File: config.mk
export PLATFORM = sky130hd
export DESIGN_NAME = instr_fetch_unit
export DESIGN_NICKNAME = d
export VERILOG_FILES = /design/src/rtl/riscv_pkg.sv /design/src/rtl/fetch_timeout_timer.sv /design/src/rtl/instr_fetch_unit.sv
export SDC_FILE = /design/constraint.sdc
export NUM_CORES = 1
export LEC_CHECK = 0
export ABC_CLOCK_PERIOD_IN_PS = 2400
export CORE_MARGIN = 2
export CORE_UTILIZATION = 44
export CTS_CLUSTER_DIAMETER = 100
export DETAILED_ROUTE_END_ITERATION = 10
export PLACE_DENSITY = 0.8
export SYNTH_ARGS = -nofsm -noshare
export SYNTH_HDL_FRONTEND = slang
export SYNTH_SLANG_ARGS = --single-unit
File: constraint.sdc
create_clock -name clk -period 2.4 [get_ports clk]
set_input_delay 0.48 -clock clk [delete_from_list [all_inputs] [get_ports clk]]
set_output_delay 0.48 -clock clk [all_outputs]
set_load 0.1 [all_outputs]
File: src/rtl/riscv_pkg.sv
// Shared definitions for the multicycle RV32I core: opcodes, fetch FSM states,
// fault encodings and small address helpers.
package riscv_pkg;

    localparam logic [6:0] OP_R      = 7'b0110011;
    localparam logic [6:0] OP_I      = 7'b0010011;
    localparam logic [6:0] OP_LOAD   = 7'b0000011;
    localparam logic [6:0] OP_STORE  = 7'b0100011;
    localparam logic [6:0] OP_BRANCH = 7'b1100011;
    localparam logic [6:0] OP_JAL    = 7'b1101111;

    // addi x0, x0, 0
    localparam logic [31:0] NOP_INSTR = 32'h0000_0013;

    typedef enum logic [1:0] {
        FETCH_IDLE  = 2'b00,
        FETCH_ADDR  = 2'b01,
        FETCH_DATA  = 2'b10,
        FETCH_FAULT = 2'b11
    } fetch_state_t;

    typedef enum logic [1:0] {
        CAUSE_NONE     = 2'b00,
        CAUSE_MISALIGN = 2'b01,
        CAUSE_TIMEOUT  = 2'b10
    } fault_cause_t;

    function automatic logic is_word_aligned(input logic [1:0] addr_lsb);
        return (addr_lsb == 2'b00);
    endfunction

endpackage

File: src/rtl/fetch_timeout_timer.sv
// Counts busy fetch cycles; expired flags the last allowed cycle so the FSM
// can fault on the edge that would exceed TIMEOUT_CYCLES.
module fetch_timeout_timer #(
    parameter int TIMEOUT_CYCLES = 255
) (
    input  logic clk,
    input  logic reset,
    input  logic clear,
    input  logic enable,
    output logic expired
);

    localparam logic [7:0] LAST_COUNT = 8'(TIMEOUT_CYCLES - 1);

    logic [7:0] count_r;

    // busy-cycle counter, held at zero while the fetch unit is idle
    always_ff @(posedge clk or negedge reset) begin
        if (!reset) begin
            count_r <= 8'd0;
        end else if (clear) begin
            count_r <= 8'd0;
        end else if (enable) begin
            count_r <= count_r + 8'd1;
        end else begin
            count_r <= count_r;
        end
    end

    assign expired = enable && (count_r == LAST_COUNT);

endmodule

File: src/rtl/instr_fetch_unit.sv
// Instruction fetch unit: owns PC/IR, fetches over a req/ready + rvalid
// handshake, and raises a sticky fault on misaligned PC or memory timeout.
module instr_fetch_unit
    import riscv_pkg::*;
#(
    parameter int              XLEN           = 32,
    parameter logic [XLEN-1:0] RESET_PC       = {XLEN{1'b0}},
    parameter int              TIMEOUT_CYCLES = 255
) (
    input  logic            clk,
    input  logic            reset,
    input  logic            fetch_start,
    input  logic            pc_update,
    input  logic [XLEN-1:0] pc_next,
    output logic            imem_req,
    output logic [XLEN-1:0] imem_addr,
    input  logic            imem_ready,
    input  logic            imem_rvalid,
    input  logic [XLEN-1:0] imem_rdata,
    output logic [XLEN-1:0] instr,
    output logic [6:0]      opcode,
    output logic [XLEN-1:0] pc,
    output logic [XLEN-1:0] old_pc,
    output logic            fetch_busy,
    output logic            fetch_done,
    output logic            fault,
    output logic [1:0]      fault_cause
);

    localparam logic [XLEN-1:0] PC_STEP = XLEN'(32'd4);

    fetch_state_t    state_r, state_nxt_s;
    fault_cause_t    cause_r, cause_nxt_s;
    logic [XLEN-1:0] pc_r, pc_nxt_s;
    logic [XLEN-1:0] old_pc_r;
    logic [XLEN-1:0] instr_r;
    logic            fetch_done_r;
    logic            imem_req_r;
    logic            fetch_busy_r;
    logic            fault_r;
    logic            capture_s;
    logic            expired_s;
    logic            timer_clear_s;
    logic            timer_en_s;

    assign timer_clear_s = (state_r == FETCH_IDLE);
    assign timer_en_s    = (state_r == FETCH_ADDR) || (state_r == FETCH_DATA);

    fetch_timeout_timer #(
        .TIMEOUT_CYCLES (TIMEOUT_CYCLES)
    ) u_timer (
        .clk     (clk),
        .reset   (reset),
        .clear   (timer_clear_s),
        .enable  (timer_en_s),
        .expired (expired_s)
    );

    // next-state, next-pc and capture decode; a capture wins over a timeout
    always_comb begin
        state_nxt_s = state_r;
        cause_nxt_s = cause_r;
        pc_nxt_s    = pc_r;
        capture_s   = 1'b0;
        case (state_r)
            FETCH_IDLE: begin
                if (pc_update) begin
                    pc_nxt_s = pc_next;
                end else if (fetch_start) begin
                    if (!is_word_aligned(pc_r[1:0])) begin
                        state_nxt_s = FETCH_FAULT;
                        cause_nxt_s = CAUSE_MISALIGN;
                    end else begin
                        state_nxt_s = FETCH_ADDR;
                    end
                end else begin
                    state_nxt_s = FETCH_IDLE;
                end
            end
            FETCH_ADDR: begin
                if (imem_ready && imem_rvalid) begin
                    capture_s   = 1'b1;
                    pc_nxt_s    = pc_r + PC_STEP;
                    state_nxt_s = FETCH_IDLE;
                end else if (expired_s) begin
                    state_nxt_s = FETCH_FAULT;
                    cause_nxt_s = CAUSE_TIMEOUT;
                end else if (imem_ready) begin
                    state_nxt_s = FETCH_DATA;
                end else begin
                    state_nxt_s = FETCH_ADDR;
                end
            end
            FETCH_DATA: begin
                if (imem_rvalid) begin
                    capture_s   = 1'b1;
                    pc_nxt_s    = pc_r + PC_STEP;
                    state_nxt_s = FETCH_IDLE;
                end else if (expired_s) begin
                    state_nxt_s = FETCH_FAULT;
                    cause_nxt_s = CAUSE_TIMEOUT;
                end else begin
                    state_nxt_s = FETCH_DATA;
                end
            end
            FETCH_FAULT: begin
                state_nxt_s = FETCH_FAULT;
            end
            default: begin
                state_nxt_s = FETCH_FAULT;
            end
        endcase
    end

    // state register and status outputs registered from the next state
    always_ff @(posedge clk or negedge reset) begin
        if (!reset) begin
            state_r      <= FETCH_IDLE;
            cause_r      <= CAUSE_NONE;
            imem_req_r   <= 1'b0;
            fetch_busy_r <= 1'b0;
            fault_r      <= 1'b0;
        end else begin
            state_r      <= state_nxt_s;
            cause_r      <= cause_nxt_s;
            imem_req_r   <= (state_nxt_s == FETCH_ADDR);
            fetch_busy_r <= (state_nxt_s == FETCH_ADDR) || (state_nxt_s == FETCH_DATA);
            fault_r      <= (state_nxt_s == FETCH_FAULT);
        end
    end

    // program counter, instruction register and completion pulse
    always_ff @(posedge clk or negedge reset) begin
        if (!reset) begin
            pc_r         <= RESET_PC;
            old_pc_r     <= RESET_PC;
            instr_r      <= XLEN'(NOP_INSTR);
            fetch_done_r <= 1'b0;
        end else begin
            pc_r         <= pc_nxt_s;
            fetch_done_r <= capture_s;
            if (capture_s) begin
                instr_r  <= imem_rdata;
                old_pc_r <= pc_r;
            end else begin
                instr_r  <= instr_r;
                old_pc_r <= old_pc_r;
            end
        end
    end

    assign imem_req    = imem_req_r;
    assign imem_addr   = pc_r;
    assign instr       = instr_r;
    assign opcode      = instr_r[6:0];
    assign pc          = pc_r;
    assign old_pc      = old_pc_r;
    assign fetch_busy  = fetch_busy_r;
    assign fetch_done  = fetch_done_r;
    assign fault       = fault_r;
    assign fault_cause = cause_r;

endmodule

==> impl_metrics.py, run 1 <==
metrics = {
    "setup_path": {
        "critPathLaunchType": "flop",
        "slowest_stage": "dfrtp_1",
        "arrival_ns": 2.32,
        "critPathKind": "flop to flop",
        "critPathRequiredTime_ns": 2.62,
        "path_buf_inv": 2,
        "end_kind": "flop",
        "crit_path_max_fanout": 51,
        "crit_family": "buffers and inverters",
        "max_stage_delay_ns": 0.45,
        "rrSetupSlack_ns": 0.30,
        "path_cells": "inv_1 -> ha_1 -> buf_4 -> nor2_1 -> a221oi_1 -> o41ai_1",
    },
    "global_routing": {
        "track_usage_pct": 21.7,
        "grt_pass1_vias": 4470,
        "grt_pass1_wl_um": 22500,
        "grt_max_degree": 52,
        "grt-ovfl-total": 0,
        "grt_antenna_before_repair": 0,
    },
    "final_layout": {
        "syn_to_final_growth_pct": 35.9,
        "fin_area_um2": 7420,
        "n_antenna_cell": 0,
        "num-nets-final": 749,
        "fillerInstances": 990,
        "layout_commonest_cell": "buf_4",
        "layout_common_cells": "buf_4, dfrtp_1, clkdlybuf4s50_1",
        "drive_gt1_share_pct": 35.4,
    },
    "placement": {
        "hpwl_um": 10600,
        "place_congestion": 0.875,
        "io_buffers": 210,
        "dpl_cell_area_um2": 7160,
    },
    "power_and_ir_drop": {
        "vdd_ir_drop_max_uv": 360,
        "p_per_area_nw_per_um2": 463,
        "leakagePower_nw": 3.70,
    },
    "sta": {
        "clock_skew_ns": 0.00360,
        "holdWs_ns": 0.0853,
        "hold_viol": 0,
        "worst_pin_slew_ns": 0.557,
        "max_freq_mhz": 477,
        "rsz0062_at_grt": "no",
        "period_minus_slack_ns": 2.10,
        "finalMaxSlewViolations": 0,
        "period_share_pct": 87.4,
        "setup_tns_ns": 0,
        "max_slew_margin_pct": 62.5,
        "setup_violations": 0,
    },
    "synth": {
        "synth_cells": 501,
        "synth_area_um2": 5460,
        "yosysUniqueCellTypes": 49,
        "synthFlopType": "dfrtp_1",
        "yosysWarnings": 0,
        "synth_nets": 580,
        "synth_edf_count": 0,
        "seq_area_frac_synth_pct": 51.4,
        "synth_area_per_cell_um2": 10.9,
        "synth-async-reset-ratio_pct": 100,
        "synth_seq_cells": 112,
    },
    "cts": {
        "root_buffer": "clkbuf_16",
        "cts_resized": 0,
        "h-tree-depth": 3,
        "clk_path_buf_depth": 2,
        "cts.sinks": 112,
        "cts_made_buffers": 9,
        "path_clk_slew_ns": 0.07,
        "insertion_delay_ns": 0.35,
        "cts_setup_buffers": 0,
        "cts_tree": "yes",
        "cts_hold_buf": 0,
    },
    "floorplan": {
        "rows": 40,
        "pin_count": 211,
        "dieArea_um2": 13300,
        "die_x_um": 115,
        "start_util_pct": 45.3,
        "coreArea_um2": 12100,
        "die-height_um": 115,
    },
    "run": {
        "max-cap-violations": 0,
    },
    "drt": {
        "routed_wl_um": 14300,
        "route.detailed.drc": 0,
        "ant_nets": 0,
        "drt_iter0_markers": 280,
        "vias": 4545,
        "avgRoutedWirePerCell_um": 17.0,
        "firstDrtPassIters": 5,
        "avgViaCountPerCell": 5.39,
    },
    "run_status": {
        "outcome": "complete, no violations",
    },
    "hold_path": {
        "hp-class": "input pin to async pin",
    },
}
## metrics by stage
step	worst slack (ns)	util [%]	std cells	power, mW
3_5_place_dp	0.201	59.3	827	2.10
3_3_place_gp	0.225	59.3	827	2.10
5_1_grt	0.0322	61.5	843	3.57
6_report	0.303	61.5	843	3.44
2_1_floorplan	0.0306	-	501	1.94
4_1_cts	0.311	61.5	843	3.48
## registers in the layout, indices dropped and copies added, names as in the netlist
| register | flops |
|---|---|
| state_r | 2 |
| fetch_busy | 1 |
| imem_addr | 32 |
| u_timer.count_r | 8 |
| imem_req | 1 |
| fetch_done | 1 |
| fault_cause | 2 |
| old_pc | 32 |
| instr | 32 |
| fault | 1 |
## routing by layer
metal	global-route usage, %	wire, µm	vias to the layer above
met4	8.76	293	0
met2	36.8	7430	186
met5	0	0	-
li1	-	-	2101
met3	4.38	865	20
met1	27.1	5750	2238
## logic make-up (layout without fill, tap and decap cells)
group | count (synthesis) | after routing | synth area share (%)
flip-flops | 112 | 112 | 51.4
multiplexers | 68 | 68 | 14.0
buffers and inverters | 77 | 251 | 8.20
AO/OA/AOI/OAI | 110 | 110 | 12.7
AND/OR/NAND/NOR | 124 | 124 | 11.5
XOR/XNOR | 1 | 1 | 0.160
adder cells (fa/ha/maj) | 9 | 9 | 2.06
## where the power goes
part | internal, mW | switching [mW]
sequential | 1.89 | 0
combinational | 0.111 | 0.0657
clock | 0.737 | 0.635
## worst reg2reg max path: cells and delay by family (launching register included)
family | cells | cell delay (ns)
adder cells (fa/ha/maj) | 1 | 0.33
AO/OA/AOI/OAI | 2 | 0.43
buffers and inverters | 2 | 0.52
flip-flops | 1 | 0.45
AND/OR/NAND/NOR | 1 | 0.24
## layout make-up
type | count | area (µm²) | area share, %
flip-flops and latches | 112 | 2810 | 37.8
repair buffers | 223 | 1880 | 25.4
well taps | 168 | 210 | 2.83
multi-input cells | 312 | 2210 | 29.8
clock buffers | 16 | 262 | 3.52
inverters | 12 | 45.0 | 0.607
## synth_stat cells, types with 3 or more instances
master / n / area (µm²)
dfrtp_1: 109 / 2730
mux2_2: 65 / 732
buf_4: 41 / 308
a21oi_1: 35 / 175
nand2_1: 34 / 128
nor2_1: 26 / 97.6
o21ai_0: 23 / 115
nand3_1: 18 / 90.1
clkbuf_1: 17 / 63.8
inv_1: 12 / 45.0
nand4_1: 12 / 75.1
o22ai_1: 12 / 75.1
ha_1: 9 / 113
and3_1: 8 / 50.1
a2bb2oi_1: 7 / 61.3
a31oi_1: 6 / 37.5
nand2b_1: 5 / 31.3
and2_1: 4 / 25.0
buf_2: 4 / 20.0
buf_1: 3 / 11.3
dfstp_2: 3 / 78.8
mux2i_1: 3 / 30.0
nor2b_1: 3 / 18.8
o211ai_1: 3 / 22.5
o2bb2ai_1: 3 / 26.3
or3_1: 3 / 18.8
## path summary, 6_finish.rpt
check                                 from             to  depth (start not counted)
worst max-delay path            state_r[0]  imem_addr[20]                          6
worst min-delay path                 reset     old_pc[17]                          1
worst max register to register  state_r[0]  imem_addr[20]                          6
worst min register to register  old_pc[19]     old_pc[19]                          2
max in group asynchronous            reset       instr[1]                          2
min in group clk                old_pc[19]     old_pc[19]                          2
(Power assumes the default switching activity.)
==> run 2: changes to the inputs <==
--- a/config.mk
+++ b/config.mk
@@ -8,7 +8,7 @@
 export ABC_CLOCK_PERIOD_IN_PS = 2400
 export CORE_MARGIN = 2
 export CORE_UTILIZATION = 44
-export CTS_CLUSTER_DIAMETER = 100
+export CTS_CLUSTER_DIAMETER = 120
 export DETAILED_ROUTE_END_ITERATION = 10
 export PLACE_DENSITY = 0.8
 export SYNTH_ARGS = -nofsm -noshare
==> results of run 2 <==
The final DEF is identical to that of run 1; final timing and power are the same.
